`src/rtl/mem_stage_pipe.sv`:
```
// mem_stage_pipe: RV32I memory stage plus MEM/WB pipeline register.
// Sizes loads and stores, generates byte enables, and suppresses misaligned
// accesses. Memory is reached through a req/ready handshake. A miss holds the
// stage in WAIT until ready, or until the timeout aborts it with a bus error.
module mem_stage_pipe #(
   parameter int ADDR_W         = 32,
   parameter int REG_AW         = 5,
   parameter int TIMEOUT_CYCLES = 255
) (
   input  logic              clk,
   input  logic              rst,
   // M-stage instruction
   input  logic              RegWriteM,
   input  logic              ResultSrcM,
   input  logic              MemReadM,
   input  logic              MemWriteM,
   input  logic [2:0]        Funct3M,
   input  logic [ADDR_W-1:0] ALUResultM,
   input  logic [31:0]       WriteDataM,
   input  logic [REG_AW-1:0] RdM,
   input  logic              FlushM,
   output logic              StallM,
   // memory port
   output logic              mem_req,
   output logic              mem_we,
   output logic [ADDR_W-1:0] mem_addr,
   output logic [31:0]       mem_wdata,
   output logic [3:0]        mem_be,
   input  logic [31:0]       mem_rdata,
   input  logic              mem_ready,
   // W-stage outputs
   output logic              RegWriteW,
   output logic              ResultSrcW,
   output logic [ADDR_W-1:0] ALUResultW,
   output logic [31:0]       ReadDataW,
   output logic [REG_AW-1:0] RdW,
   output logic              MisalignW,
   output logic              BusErrW
);

   // Counter just wide enough to reach TIMEOUT_CYCLES; one bit when disabled.
   localparam int CNT_W = (TIMEOUT_CYCLES < 2) ? 1 : $clog2(TIMEOUT_CYCLES + 1);

   typedef enum logic {
      S_IDLE,
      S_WAIT
   } state_t;

   typedef enum logic [1:0] {
      SZ_B,
      SZ_H,
      SZ_W
   } size_t;

   // ------------------------------------------------------------------
   // Access sizing helpers
   // ------------------------------------------------------------------

   // Funct3[1:0] picks the size; reserved encodings fall back to a word.
   function automatic size_t size_of(input logic [1:0] f3_lo);
      case (f3_lo)
         2'b00:   return SZ_B;
         2'b01:   return SZ_H;
         default: return SZ_W;
      endcase
   endfunction

   function automatic logic is_misaligned(input size_t sz, input logic [1:0] lo);
      case (sz)
         SZ_H:    return lo[0];
         SZ_W:    return lo != 2'b00;
         default: return 1'b0;
      endcase
   endfunction

   function automatic logic [3:0] byte_enables(input size_t sz, input logic [1:0] lo);
      case (sz)
         SZ_B:    return 4'b0001 << lo;
         SZ_H:    return lo[1] ? 4'b1100 : 4'b0011;
         default: return 4'b1111;
      endcase
   endfunction

   // Store data is replicated across every lane so the byte enables alone
   // select what is written.
   function automatic logic [31:0] lane_data(input size_t sz, input logic [31:0] wd);
      case (sz)
         SZ_B:    return {4{wd[7:0]}};
         SZ_H:    return {2{wd[15:0]}};
         default: return wd;
      endcase
   endfunction

   // Pick the addressed byte/half out of the read word and extend it.
   function automatic logic [31:0] load_extend(input logic [2:0]  f3,
                                               input logic [1:0]  lo,
                                               input logic [31:0] word);
      logic [7:0]  b;
      logic [15:0] h;
      case (lo)
         2'b00:   b = word[7:0];
         2'b01:   b = word[15:8];
         2'b10:   b = word[23:16];
         default: b = word[31:24];
      endcase
      h = lo[1] ? word[31:16] : word[15:0];
      case (f3)
         3'b000:  return {{24{b[7]}}, b};
         3'b001:  return {{16{h[15]}}, h};
         3'b100:  return {24'd0, b};
         3'b101:  return {16'd0, h};
         default: return word;
      endcase
   endfunction

   // ------------------------------------------------------------------
   // State
   // ------------------------------------------------------------------
   state_t              state_q, state_d;
   logic [CNT_W-1:0]    cnt_q, cnt_d;

   // Copy of the stalled instruction, held while WAIT owns the bus.
   logic [ADDR_W-1:0]   lat_addr_q, lat_addr_d;
   logic                lat_we_q, lat_we_d;
   logic [3:0]          lat_be_q, lat_be_d;
   logic [31:0]         lat_wdata_q, lat_wdata_d;
   logic [2:0]          lat_f3_q, lat_f3_d;
   logic                lat_rw_q, lat_rw_d;
   logic                lat_rs_q, lat_rs_d;
   logic                lat_mr_q, lat_mr_d;
   logic [REG_AW-1:0]   lat_rd_q, lat_rd_d;

   // MEM/WB register
   logic                w_rw_q, w_rw_d;
   logic                w_rs_q, w_rs_d;
   logic [ADDR_W-1:0]   w_alu_q, w_alu_d;
   logic [31:0]         w_rdata_q, w_rdata_d;
   logic [REG_AW-1:0]   w_rd_q, w_rd_d;
   logic                w_mis_q, w_mis_d;
   logic                w_berr_q, w_berr_d;

   // ------------------------------------------------------------------
   // Decode of the instruction currently on the M inputs
   // ------------------------------------------------------------------
   size_t       m_size;
   logic        m_access;
   logic        m_misalign;
   logic [3:0]  m_be;
   logic [31:0] m_wdata;
   logic        timeout_hit;

   assign m_size      = size_of(Funct3M[1:0]);
   assign m_access    = MemReadM | MemWriteM;
   assign m_misalign  = is_misaligned(m_size, ALUResultM[1:0]);
   assign m_be        = byte_enables(m_size, ALUResultM[1:0]);
   assign m_wdata     = lane_data(m_size, WriteDataM);
   assign timeout_hit = (TIMEOUT_CYCLES != 0) && (cnt_q == CNT_W'(TIMEOUT_CYCLES));

   // Next-state, memory port and W-register input selection
   always_comb begin
      state_d     = state_q;
      cnt_d       = cnt_q;
      lat_addr_d  = lat_addr_q;
      lat_we_d    = lat_we_q;
      lat_be_d    = lat_be_q;
      lat_wdata_d = lat_wdata_q;
      lat_f3_d    = lat_f3_q;
      lat_rw_d    = lat_rw_q;
      lat_rs_d    = lat_rs_q;
      lat_mr_d    = lat_mr_q;
      lat_rd_d    = lat_rd_q;
      // A bubble unless something below completes an instruction.
      w_rw_d      = 1'b0;
      w_rs_d      = 1'b0;
      w_alu_d     = '0;
      w_rdata_d   = '0;
      w_rd_d      = '0;
      w_mis_d     = 1'b0;
      w_berr_d    = 1'b0;
      mem_req     = 1'b0;
      mem_we      = MemWriteM;
      mem_addr    = {ALUResultM[ADDR_W-1:2], 2'b00};
      mem_be      = m_be;
      mem_wdata   = m_wdata;
      StallM      = 1'b0;

      case (state_q)
         S_IDLE: begin
            if (FlushM) begin
               // killed instruction: bubble
            end else if (!m_access) begin
               w_rw_d  = RegWriteM;
               w_rs_d  = ResultSrcM;
               w_alu_d = ALUResultM;
               w_rd_d  = RdM;
            end else if (m_misalign) begin
               // access suppressed; never writes rd
               w_rs_d  = ResultSrcM;
               w_alu_d = ALUResultM;
               w_rd_d  = RdM;
               w_mis_d = 1'b1;
            end else begin
               mem_req = 1'b1;
               if (mem_ready) begin
                  w_rw_d    = RegWriteM;
                  w_rs_d    = ResultSrcM;
                  w_alu_d   = ALUResultM;
                  w_rd_d    = RdM;
                  w_rdata_d = MemReadM ? load_extend(Funct3M, ALUResultM[1:0], mem_rdata) : 32'd0;
               end else begin
                  StallM      = 1'b1;
                  state_d     = S_WAIT;
                  cnt_d       = CNT_W'(1);
                  lat_addr_d  = ALUResultM;
                  lat_we_d    = MemWriteM;
                  lat_be_d    = m_be;
                  lat_wdata_d = m_wdata;
                  lat_f3_d    = Funct3M;
                  lat_rw_d    = RegWriteM;
                  lat_rs_d    = ResultSrcM;
                  lat_mr_d    = MemReadM;
                  lat_rd_d    = RdM;
               end
            end
         end

         S_WAIT: begin
            // The bus is driven from the latched copy; FlushM has no effect.
            mem_req   = 1'b1;
            mem_we    = lat_we_q;
            mem_addr  = {lat_addr_q[ADDR_W-1:2], 2'b00};
            mem_be    = lat_be_q;
            mem_wdata = lat_wdata_q;
            if (mem_ready) begin
               w_rw_d    = lat_rw_q;
               w_rs_d    = lat_rs_q;
               w_alu_d   = lat_addr_q;
               w_rd_d    = lat_rd_q;
               w_rdata_d = lat_mr_q ? load_extend(lat_f3_q, lat_addr_q[1:0], mem_rdata) : 32'd0;
               state_d   = S_IDLE;
               cnt_d     = '0;
            end else if (timeout_hit) begin
               // give up: report the error and release the pipeline
               w_rs_d   = lat_rs_q;
               w_alu_d  = lat_addr_q;
               w_rd_d   = lat_rd_q;
               w_berr_d = 1'b1;
               state_d  = S_IDLE;
               cnt_d    = '0;
            end else begin
               StallM = 1'b1;
               if (cnt_q != '1) begin
                  cnt_d = cnt_q + CNT_W'(1);
               end
            end
         end

         default: begin
            state_d = S_IDLE;
         end
      endcase

      // Nothing is requested or stalled while reset is held.
      if (rst) begin
         mem_req = 1'b0;
         StallM  = 1'b0;
      end
   end

   // FSM state, timeout counter and latched instruction
   always_ff @(posedge clk) begin
      if (rst) begin
         state_q     <= S_IDLE;
         cnt_q       <= '0;
         lat_addr_q  <= '0;
         lat_we_q    <= 1'b0;
         lat_be_q    <= '0;
         lat_wdata_q <= '0;
         lat_f3_q    <= '0;
         lat_rw_q    <= 1'b0;
         lat_rs_q    <= 1'b0;
         lat_mr_q    <= 1'b0;
         lat_rd_q    <= '0;
      end else begin
         state_q     <= state_d;
         cnt_q       <= cnt_d;
         lat_addr_q  <= lat_addr_d;
         lat_we_q    <= lat_we_d;
         lat_be_q    <= lat_be_d;
         lat_wdata_q <= lat_wdata_d;
         lat_f3_q    <= lat_f3_d;
         lat_rw_q    <= lat_rw_d;
         lat_rs_q    <= lat_rs_d;
         lat_mr_q    <= lat_mr_d;
         lat_rd_q    <= lat_rd_d;
      end
   end

   // MEM/WB register: loads every cycle (result or bubble)
   always_ff @(posedge clk) begin
      if (rst) begin
         w_rw_q    <= 1'b0;
         w_rs_q    <= 1'b0;
         w_alu_q   <= '0;
         w_rdata_q <= '0;
         w_rd_q    <= '0;
         w_mis_q   <= 1'b0;
         w_berr_q  <= 1'b0;
      end else begin
         w_rw_q    <= w_rw_d;
         w_rs_q    <= w_rs_d;
         w_alu_q   <= w_alu_d;
         w_rdata_q <= w_rdata_d;
         w_rd_q    <= w_rd_d;
         w_mis_q   <= w_mis_d;
         w_berr_q  <= w_berr_d;
      end
   end

   assign RegWriteW  = w_rw_q;
   assign ResultSrcW = w_rs_q;
   assign ALUResultW = w_alu_q;
   assign ReadDataW  = w_rdata_q;
   assign RdW        = w_rd_q;
   assign MisalignW  = w_mis_q;
   assign BusErrW    = w_berr_q;

endmodule
```
`config.mk`:
```
export PLATFORM = sky130hd
export DESIGN_NAME = mem_stage_pipe
export DESIGN_NICKNAME = d
export VERILOG_FILES = /design/src/rtl/mem_stage_pipe.sv
export SDC_FILE = /design/constraint.sdc
export NUM_CORES = 1
export LEC_CHECK = 0
export BUFFER_PORTS_ARGS = -buffer_cell sky130_fd_sc_hd__buf_2
export CORE_AREA = 2 2 151 123
export DETAILED_ROUTE_END_ITERATION = 7
export DIE_AREA = 0 0 153 125
export MAX_ROUTING_LAYER = met4
export PLACE_DENSITY = 0.71
export SLEW_MARGIN = 20
export SYNTH_ARGS = -nofsm -noshare
export SYNTH_HDL_FRONTEND = slang
export SYNTH_SLANG_ARGS = --single-unit
```
`constraint.sdc`:
```
create_clock -name clk -period 2.09 [get_ports clk]
set_clock_uncertainty 0.05 [all_clocks]
set_input_delay 0.1045 -clock clk [delete_from_list [all_inputs] [get_ports clk]]
set_output_delay 0.1045 -clock clk [all_outputs]
set_load 0.05 [all_outputs]
```
# [After elaboration in Yosys (flattened, before gate mapping)]
# Cells that the tools add are included.
[word_totals] regBits=162 latch_bits=0 ram_bits=0 rom_bits=0 inputBits=112 output_inout_bits=144 word_cells=130 n_memories=0
[op_classes] addsub=1 multipliers=0 div_mod_pow=0 magnitude_cmp=0 eq_ne=20 n_shift=1 muxes=73 n_bitwise=6 reduce_logical=11
[ops] operator="2-to-1 mux 32 bit" count=15
[ops] operator="one-hot mux 32 bit (4 select lines)" count=2
[ops] operator="one-hot mux 32 bit (2 select lines)" count=3
[ops] operator="2-to-1 mux 8 bit" count=7
[ops] operator="one-hot mux 8 bit (3 select lines)" count=2
[ops] operator="2-to-1 mux 16 bit" count=2
[ops] operator="2-to-1 mux 5 bit" count=6
[ops] operator="2-to-1 mux 1 bit" count=25
[ops] operator="one-hot mux 8 bit (2 select lines)" count=1
[ops] operator="== test 3 bit, second input constant" count=4
[ops] operator="one-hot mux 1 bit (2 select lines)" count=5
[ops] operator="one-hot mux 5 bit (2 select lines)" count=1
[ops] operator="AND reduction 5 bit" count=2
[ops] operator="adder 8 x 1 -> 8 bit, second input constant" count=1
[ops] operator="== test 2 x 1 -> 1 bit, second input constant" count=4
[ops] operator="== test 8 bit, second input constant" count=1
[ops] operator="logical NOT 2 bit" count=4
[ops] operator="2-to-1 mux 4 bit" count=2
[ops] operator="!= test 2 bit, second input constant" count=4
[ops] operator="!= test 8 bit, second input constant" count=1
[ops] operator="one-hot mux 4 bit (2 select lines)" count=1
[ops] operator="== test 2 bit, second input constant" count=3
[ops] operator="== test 3 x 1 -> 1 bit, second input constant" count=2
[ops] operator="logical NOT 3 bit" count=2
[ops] operator="8 further kinds" count=12

# [Logic depth before layout (Yosys ltp)]
# Gate-level depths: netlist of the first run.
[logic_depth] ltp_word=9 mapped_depth=7 depth_no_buf=5

# [Worst setup path after synthesis of the first run]
# No wires, ideal clock.
[synth_path] kind="input to register" startpoint="in ALUResultM[1]" endpoint="reg state_q" setup_ns=0.385 t_arrival_ns=3.333 t_required_ns=1.655 path_slack_ns=-1.678 path_stages=5 path_buffers=1 cell_sequence="buf_2 o21ai_2 and2_1 a21oi_1 a2111oi_0"
[synth_between] elab_chain_len=7
[synth_lines] element="from (decl)" line="18" source="input logic [ADDR_W-1:0] ALUResultM,"
[synth_lines] element="nonzero test 2 bit" line="71" source="SZ_W: return lo != 2'b00;"
[synth_lines] element="one-hot mux 1 bit (2 select lines)" line="69" source="case (sz)"
[synth_lines] element="2-to-1 mux 1 bit (3 in series)"
[synth_lines] element="one-hot mux 1 bit (2 select lines)"
[synth_lines] element="2-to-1 mux 1 bit"
[synth_lines] element="via StallM" line="22" source="output logic StallM,"
[synth_lines] element="to (signal assigned)" line="285" source="state_q <= state_d;"
[synth_lines] element="to (decl)" line="119" source="state_t state_q, state_d;"
# The timed path passes the listed nets, and every way through them passes these cells.
# A chain may end at the register's enable or synchronous reset.

# [Worst setup path after layout of the first run]
[layout_path] startpoint="reg state_q" endpoint="out mem_wdata[5]"
[layout_between] elab_chain_len=1
[layout_lines] element="2-to-1 mux 32 bit" line="187" source="case (state_q)"
[layout_lines] element="to (decl)" line="27" source="output logic [31:0] mem_wdata,"
# Every way passes these cells.

==> metrics, run 1 <==
Final Worst Setup Slack=just under 100 ps; H-tree Lvls=4; core area=0.0178 sq mm; met3 wire length=1740 um; CP top delay family=buffers and inverters; layout cell share with drive strength beyond 1=33.8%; setup TNS=0 ps; vias per cell=approximately 5.4; Filler Cell Count=1526; gpl congestion=between 0.9 and 1; routed wl met2=about 11000 um; Seq/Total Area, Yosys=a little over 40%; Area Overhead vs Synth=36.4%; first-pass GRT wire length=between 30000 and 40000 um; Synth area leaders=dfxtp_1 42%, mux2_2 12%, nand2_1 7.1%; Pint=about 5.4 mW; reg2reg path depth=4; most frequent cells in the layout=252 x buf_2, 161 x dfxtp_1, 148 x nand2_1; Gate power share=20.3%; Site Rows=44; sw frac=a little under a third; cells after synthesis=902; CTS root buf=clkbuf_16; M1 WL=~11000 um; # IOs=256; setup slack after placement=approximately 92 ps; ANT nets after route=0; CP endpoint kind=primary output; non-filler cells, final=~1400; vias=~7900; HP Start=ALUResultM[1]; Storage cell area=0.00325 sq mm; worst-skew pair later-pin latency=between 400 and 500 ps; vias in the first global route=7432; unrepaired setup endpoints after global routing=true; Clk pin slew, worst setup/hold paths=roughly 70 ps; Synthesis Warnings=0; slowest CP cell=dfxtp_4; sequential power share=40.5%; Post-route DRC=0; Worst EP required=a little under 2000 ps; dpl cell area=0.00931 sq mm; Hold WC Path Type=input port to flop; Worst Hold Endpoint=ALUResultW[1]; FFs w/ async S/R, synth=0%; R2R setup slack=200 ps; Final Cell Area=roughly 0.011 sq mm; outcome=complete, no violations; crit-path max FO=48; highest metal used=met4; EDFF count, synth=0; total power draw=between 7 and 8 mW; Avg WL per Cell=16.6 um; CTS max path bufs=2; most common cell after layout, fill and taps aside=buf_2; DRT Pass-1 Iters=5; CP Cell Sequence=buf_6 -> mux2_2 -> buf_2; Die X=roughly 150 um; DP Cell Count=about 1300; die height=approximately 130 um; worst r2r dst=ReadDataW[5]; Leak=between 4 and 5 nW; Worst Setup Start Kind=flop; clock power share=39.2%; GRT Total Usage=25.3%; Multi-input gate area=0.00416 sq mm; worst-margin pin slew=591 ps; PD cells=approximately 750 mW/mm^2; Starting DRT DRC Count=501; Worst EP arrival=about 1800 ps; clk sinks=between 150 and 200; Crit Reg-Reg Startpoint=lat_addr_q[1]; Port Buffer Count=about 250; minimum clock period=approximately 2000 ps; ant diodes=0; largest net degree at the start of global routing=just under 50; maxcap violations=0; Max transition margin=60.1%; Setup-failing EPs final=0; ys flop type=dfxtp_1; worst hold slack=30.2 ps; nets=around 1300; cell taking the most area after synthesis=dfxtp_1; Die ar.=roughly 0.019 sq mm; Max VDD drop=between 0.0004 and 0.0005 V; Worst Path Buf+Inv=2; GR Overflow Total=0; initial antenna violation count=0; critical path's largest stage delay=around 420 ps; worst hold stages=2; final hold violation count=0; Critical Setup Path Class=flop to primary output; P_sw=2.53 mW; Finished Core Util=59.9%; Fmax=~500 MHz; Cell variety after synth=between 50 and 60; Post-DP HPWL=around 16000 um; Slew Limit Fails=0; Synth Cell Area=0.00781 sq mm; share of the synthesized area in the top cell type=~42%; starting density of the core=around 44%; TritonCTS clock tree=done; Post-Syn Area per Cell=between 8 and 9 sq um; fin crit share=between 90% and 100%; routed wire length=24100 um; total CTS buffers=17; Yosys reg bits=around 160
==> cells in the mapped netlist (3+ instances only) <==
library cell,instances
buf_2,28
buf_4,3
and3_1,4
or3_1,5
and4_1,3
o22ai_1,18
buf_1,7
nor2b_1,8
o21ai_0,30
a2bb2oi_1,7
a21oi_1,84
a22o_1,44
a31oi_1,4
mux2_2,83
mux2i_1,18
inv_1,28
a211o_1,4
o211ai_1,23
dfxtp_1,162
nor3_1,21
nand2b_1,9
a211oi_1,5
o32ai_1,9
clkbuf_1,34
a221o_1,5
and2_1,10
nand4_1,3
nand3_1,10
nor2_1,50
a22oi_1,5
nand2_1,148
==> layout make-up <==
| cell class | instances | area share [%] |
|---|---|---|
| inverters | 28 | 0.987 |
| flip-flops and latches | 162 | 30.5 |
| well taps | 230 | 2.70 |
| multi-input cells | 641 | 39.0 |
| clock inverters | 15 | 1.54 |
| repair buffers | 354 | 21.3 |
| clock buffers | 17 | 3.99 |
==> power groups by stage <==
stage                     combinational (mW)  clock (mW)  sequential [mW]
after floorplan                        0.925           0             3.43
after global placement                  1.48           0             3.29
after detailed placement                1.49           0             3.30
after CTS                               1.61        3.18             3.23
after global routing                    1.71        3.34             3.24
final                                   1.62        3.13             3.23
==> worst max-delay path by stage <==
stage          cells after the start             to           from
6_report                           3   mem_wdata[5]        state_q
5_1_grt                            5         StallM       cnt_q[0]
4_1_cts                            5         StallM       cnt_q[0]
3_5_place_dp                       4  ReadDataW[28]  lat_addr_q[1]
3_3_place_gp                       4  ReadDataW[24]    lat_f3_q[0]
2_1_floorplan                      4      mem_be[0]        state_q
==> cell families (layout without fill, tap and decap cells) <==
| family | after synthesis | after routing | share of synthesized area (%) |
|---|---|---|---|
| AOI/OAI and AO/OA | 257 | 257 | 22.3 |
| adders and majority gates | 1 | 1 | 0.160 |
| buffers and inverters | 100 | 414 | 5.40 |
| DFF | 162 | 162 | 41.5 |
| muxes | 103 | 103 | 14.9 |
| other | 1 | 2 | 0.0480 |
| and+or+nand+nor | 278 | 278 | 15.7 |
==> worst reg2reg max path, cell delays in order, from the launching register on <==
cell and delay [ps]:
dfxtp_1 440, nand2b_1 380, o32ai_1 470, o22ai_1 120
a221o_1 310
==> flip-flops by register name, indices dropped and copies added (netlist names), 3 cells and up <==
register / count
lat_addr_q: 32
ReadDataW: 32
cnt_q: 8
RdW: 5
lat_be_q: 4
lat_wdata_q: 32
ALUResultW: 32
lat_f3_q: 3
lat_rd_q: 5
==> routing by layer <==
metal	track usage (%)	vias to the layer above
li1	-	3830
met5	-	-
met4	7.63	0
met3	6.00	31
met1	32.1	3670
met2	40.3	334
==> repair_timing <==
action / in CTS / in global routing
pin swaps: 0 / 2
gates resized for setup: 3 / 1
endpoints found under the setup margin: 28 / 43
endpoints found under the hold margin: 109 / 0
buffers inserted: 0 / 1
hold buffers: 72 / 0
No activity file was read; power rests on OpenSTA's default activity.
==> inputs of run 2 (changes only) <==
--- a/config.mk
+++ b/config.mk
@@ -6,11 +6,11 @@
 export NUM_CORES = 1
 export LEC_CHECK = 0
 export BUFFER_PORTS_ARGS = -buffer_cell sky130_fd_sc_hd__buf_2
-export CORE_AREA = 2 2 151 123
+export CORE_AREA = 2 2 135 137
 export DETAILED_ROUTE_END_ITERATION = 7
-export DIE_AREA = 0 0 153 125
+export DIE_AREA = 0 0 137 139
 export MAX_ROUTING_LAYER = met4
-export PLACE_DENSITY = 0.71
+export PLACE_DENSITY = 0.72
 export SLEW_MARGIN = 20
 export SYNTH_ARGS = -nofsm -noshare
 export SYNTH_HDL_FRONTEND = slang
==> metrics, run 2 (synthesized netlist as in run 1, its figures left out) <==
CTS root buf=clkbuf_16; die height=139 um (+11%); Pint=5.57 mW (+2.3%); Crit Reg-Reg Startpoint=lat_addr_q[1]; clock power share=39.8% (+0.6 points); CP Cell Sequence=buf_6 -> mux2_2 -> buf_2; layout cell share with drive strength beyond 1=33.9% (+0.14 points); starting density of the core=44.2% (+0.31 points); R2R setup slack=190 ps (about the same); initial antenna violation count=1 (+1); CP top delay family=buffers and inverters; crit-path max FO=46 (-4.2%); reg2reg path depth=5 (+1); worst hold stages=4 (+2); Worst EP arrival=1860 ps (+20 ps); Levels on crit path=3 (unchanged); TritonCTS clock tree=done; final hold violation count=0 (unchanged); Hold WC Path Type=input port to flop; Slew Limit Fails=0 (unchanged); CP endpoint kind=primary output; critical path's largest stage delay=420 ps (about the same); core area=0.0177 sq mm (-0.70%); Max transition margin=53.7% (-6.4 points); DRT Pass-1 Iters=5 (unchanged); Max VDD drop=0.000589 V (+22%); GR Overflow Total=0 (unchanged); routed wire length=24400 um (+1.3%); vias in the first global route=7695 (+3.5%); Starting DRT DRC Count=639 (+28%); sequential power share=40.0% (-0.5 points); Critical Setup Path Class=flop to primary output; fin crit share=96.6% (+1.2 points); unrepaired setup endpoints after global routing=false; Die X=137 um (-10%); worst r2r dst=ReadDataW[2]; Critical Path Source=state_q; Fmax=495 MHz (-1.2%); Final Worst Setup Slack=71.7 ps (-24.3 ps); Area Overhead vs Synth=37.2%; Die ar.=0.0190 sq mm (-0.43%); gpl congestion=0.965 (+1.0%); sw frac=30.9% (-0.82 points); Post-DP HPWL=16200 um (+0.47%); vias=8039 (+2.2%); PD cells=753 mW/mm^2 (+0.58%); Setup-failing EPs final=0 (unchanged); clk sinks=162 (unchanged); worst-margin pin slew=691 ps (+100 ps); Site Rows=49 (+11%); most frequent cells in the layout=251 x buf_2, 161 x dfxtp_1, 148 x nand2_1; Post-route DRC=0 (unchanged); ANT nets after route=0 (unchanged); Avg WL per Cell=16.8 um (+0.98%); H-tree Lvls=4 (unchanged); Port Buffer Count=253 (unchanged); Clk pin slew, worst setup/hold paths=70 ps (about the same); total CTS buffers=17 (unchanged); vias per cell=5.54 (+1.9%); Worst EP required=1940 ps (about the same); largest net degree at the start of global routing=47 (-4.1%); setup slack after placement=165 ps (+72.7 ps); P_sw=2.49 mW (-1.5%); slowest CP cell=dfxtp_4; total power draw=8.06 mW (+1.1%); Worst Hold Endpoint=lat_wdata_q[21]; HP Start=WriteDataM[21]; maxcap violations=0 (unchanged); worst-skew pair later-pin latency=430 ps (about the same); Worst Setup Start Kind=flop; minimum clock period=2020 ps (+24.3 ps); first-pass GRT wire length=38200 um (-0.98%); outcome=complete, no violations; CTS max path bufs=2 (unchanged); Worst Path Buf+Inv=2 (unchanged); most common cell after layout, fill and taps aside=buf_2; Leak=4.55 nW (+0.60%); Gate power share=20.2% (about the same); GRT Total Usage=25.7% (+0.42 points); nets=1321 (+0.30%); # IOs=256 (unchanged)
## run 2: changes by cell type in the layout (fill, tap and decap cells not counted), sizes merged
cell         previous run  this run
inv                    38        34
buf                   282       285
clkinv                  2         4
bufinv                  1         2
clkbuf                 17        18
diode                   0         1
dlygate4sd3            72        73
## run 2: area by class of cell
type / instances / area [sq um]
Multi-Input combinational cell: 641 / 4160
Tap cell: 229 / 287
Clock inverter: 14 / 169
Sequential cell: 162 / 3250
Inverter: 28 / 105
Fill cell: 1510 / 6950
Timing Repair Buffer: 358 / 2300
Clock buffer: 18 / 439
Antenna cell: 1 / 2.50
## run 2: power groups by stage
| stage | Clock, mW | Combinational, mW | Sequential (mW) |
|---|---|---|---|
| 2_1_floorplan | 0 | 0.925 | 3.43 |
| 3_3_place_gp | 0 | 1.49 | 3.29 |
| 3_5_place_dp | 0 | 1.50 | 3.29 |
| 4_1_cts | 3.27 | 1.61 | 3.22 |
| 5_1_grt | 3.39 | 1.73 | 3.23 |
| 6_report | 3.21 | 1.63 | 3.23 |
## run 2: what timing repair did
item                                   CTS  global route
endpoints found under the hold margin  110             0
setup endpoints to repair               28            17
hold buffers                            73             0
pin swaps                                1             1
gates cloned                             0             0
gates resized for setup                  2             3
buffers inserted                         0             1
## run 2: how the worst max path moves through the flow
stage	to	slack, ps
detailed placement	ReadDataW[24]	160
global route	mem_wdata[15]	2
global placement	ReadDataW[17]	230
CTS	StallM	10
floorplan	mem_be[0]	-140
finish	mem_wdata[15]	70
## run 2: worst register-to-register path, stage by stage (launching register included)
cell      delay [ps]
dfxtp_1          460
buf_4            270
nand2b_1         190
o32ai_1          380
o22ai_1          130
a221o_1          300
## run 2: through the flow
step	area [sq um]	instances	setup TNS (ps)	hold slack, ps	util, %
final	10700	1451	0	25.2	60.6
after global placement	9330	1344	0	281	52.8
after CTS	10700	1449	0	11.0	60.5
after floorplan	7820	903	-1140	180	-
after detailed placement	9330	1344	0	288	52.8
after global routing	10700	1451	0	30.3	60.6
## run 2: per-layer routing
layer	up-vias	part of all wire, %	GRT usage [%]
met5	-	0	-
met4	0	3.2	12.2
met3	65	6.1	4.93
met2	339	49	41.4
met1	3792	42	30.6
li1	3843	-	-
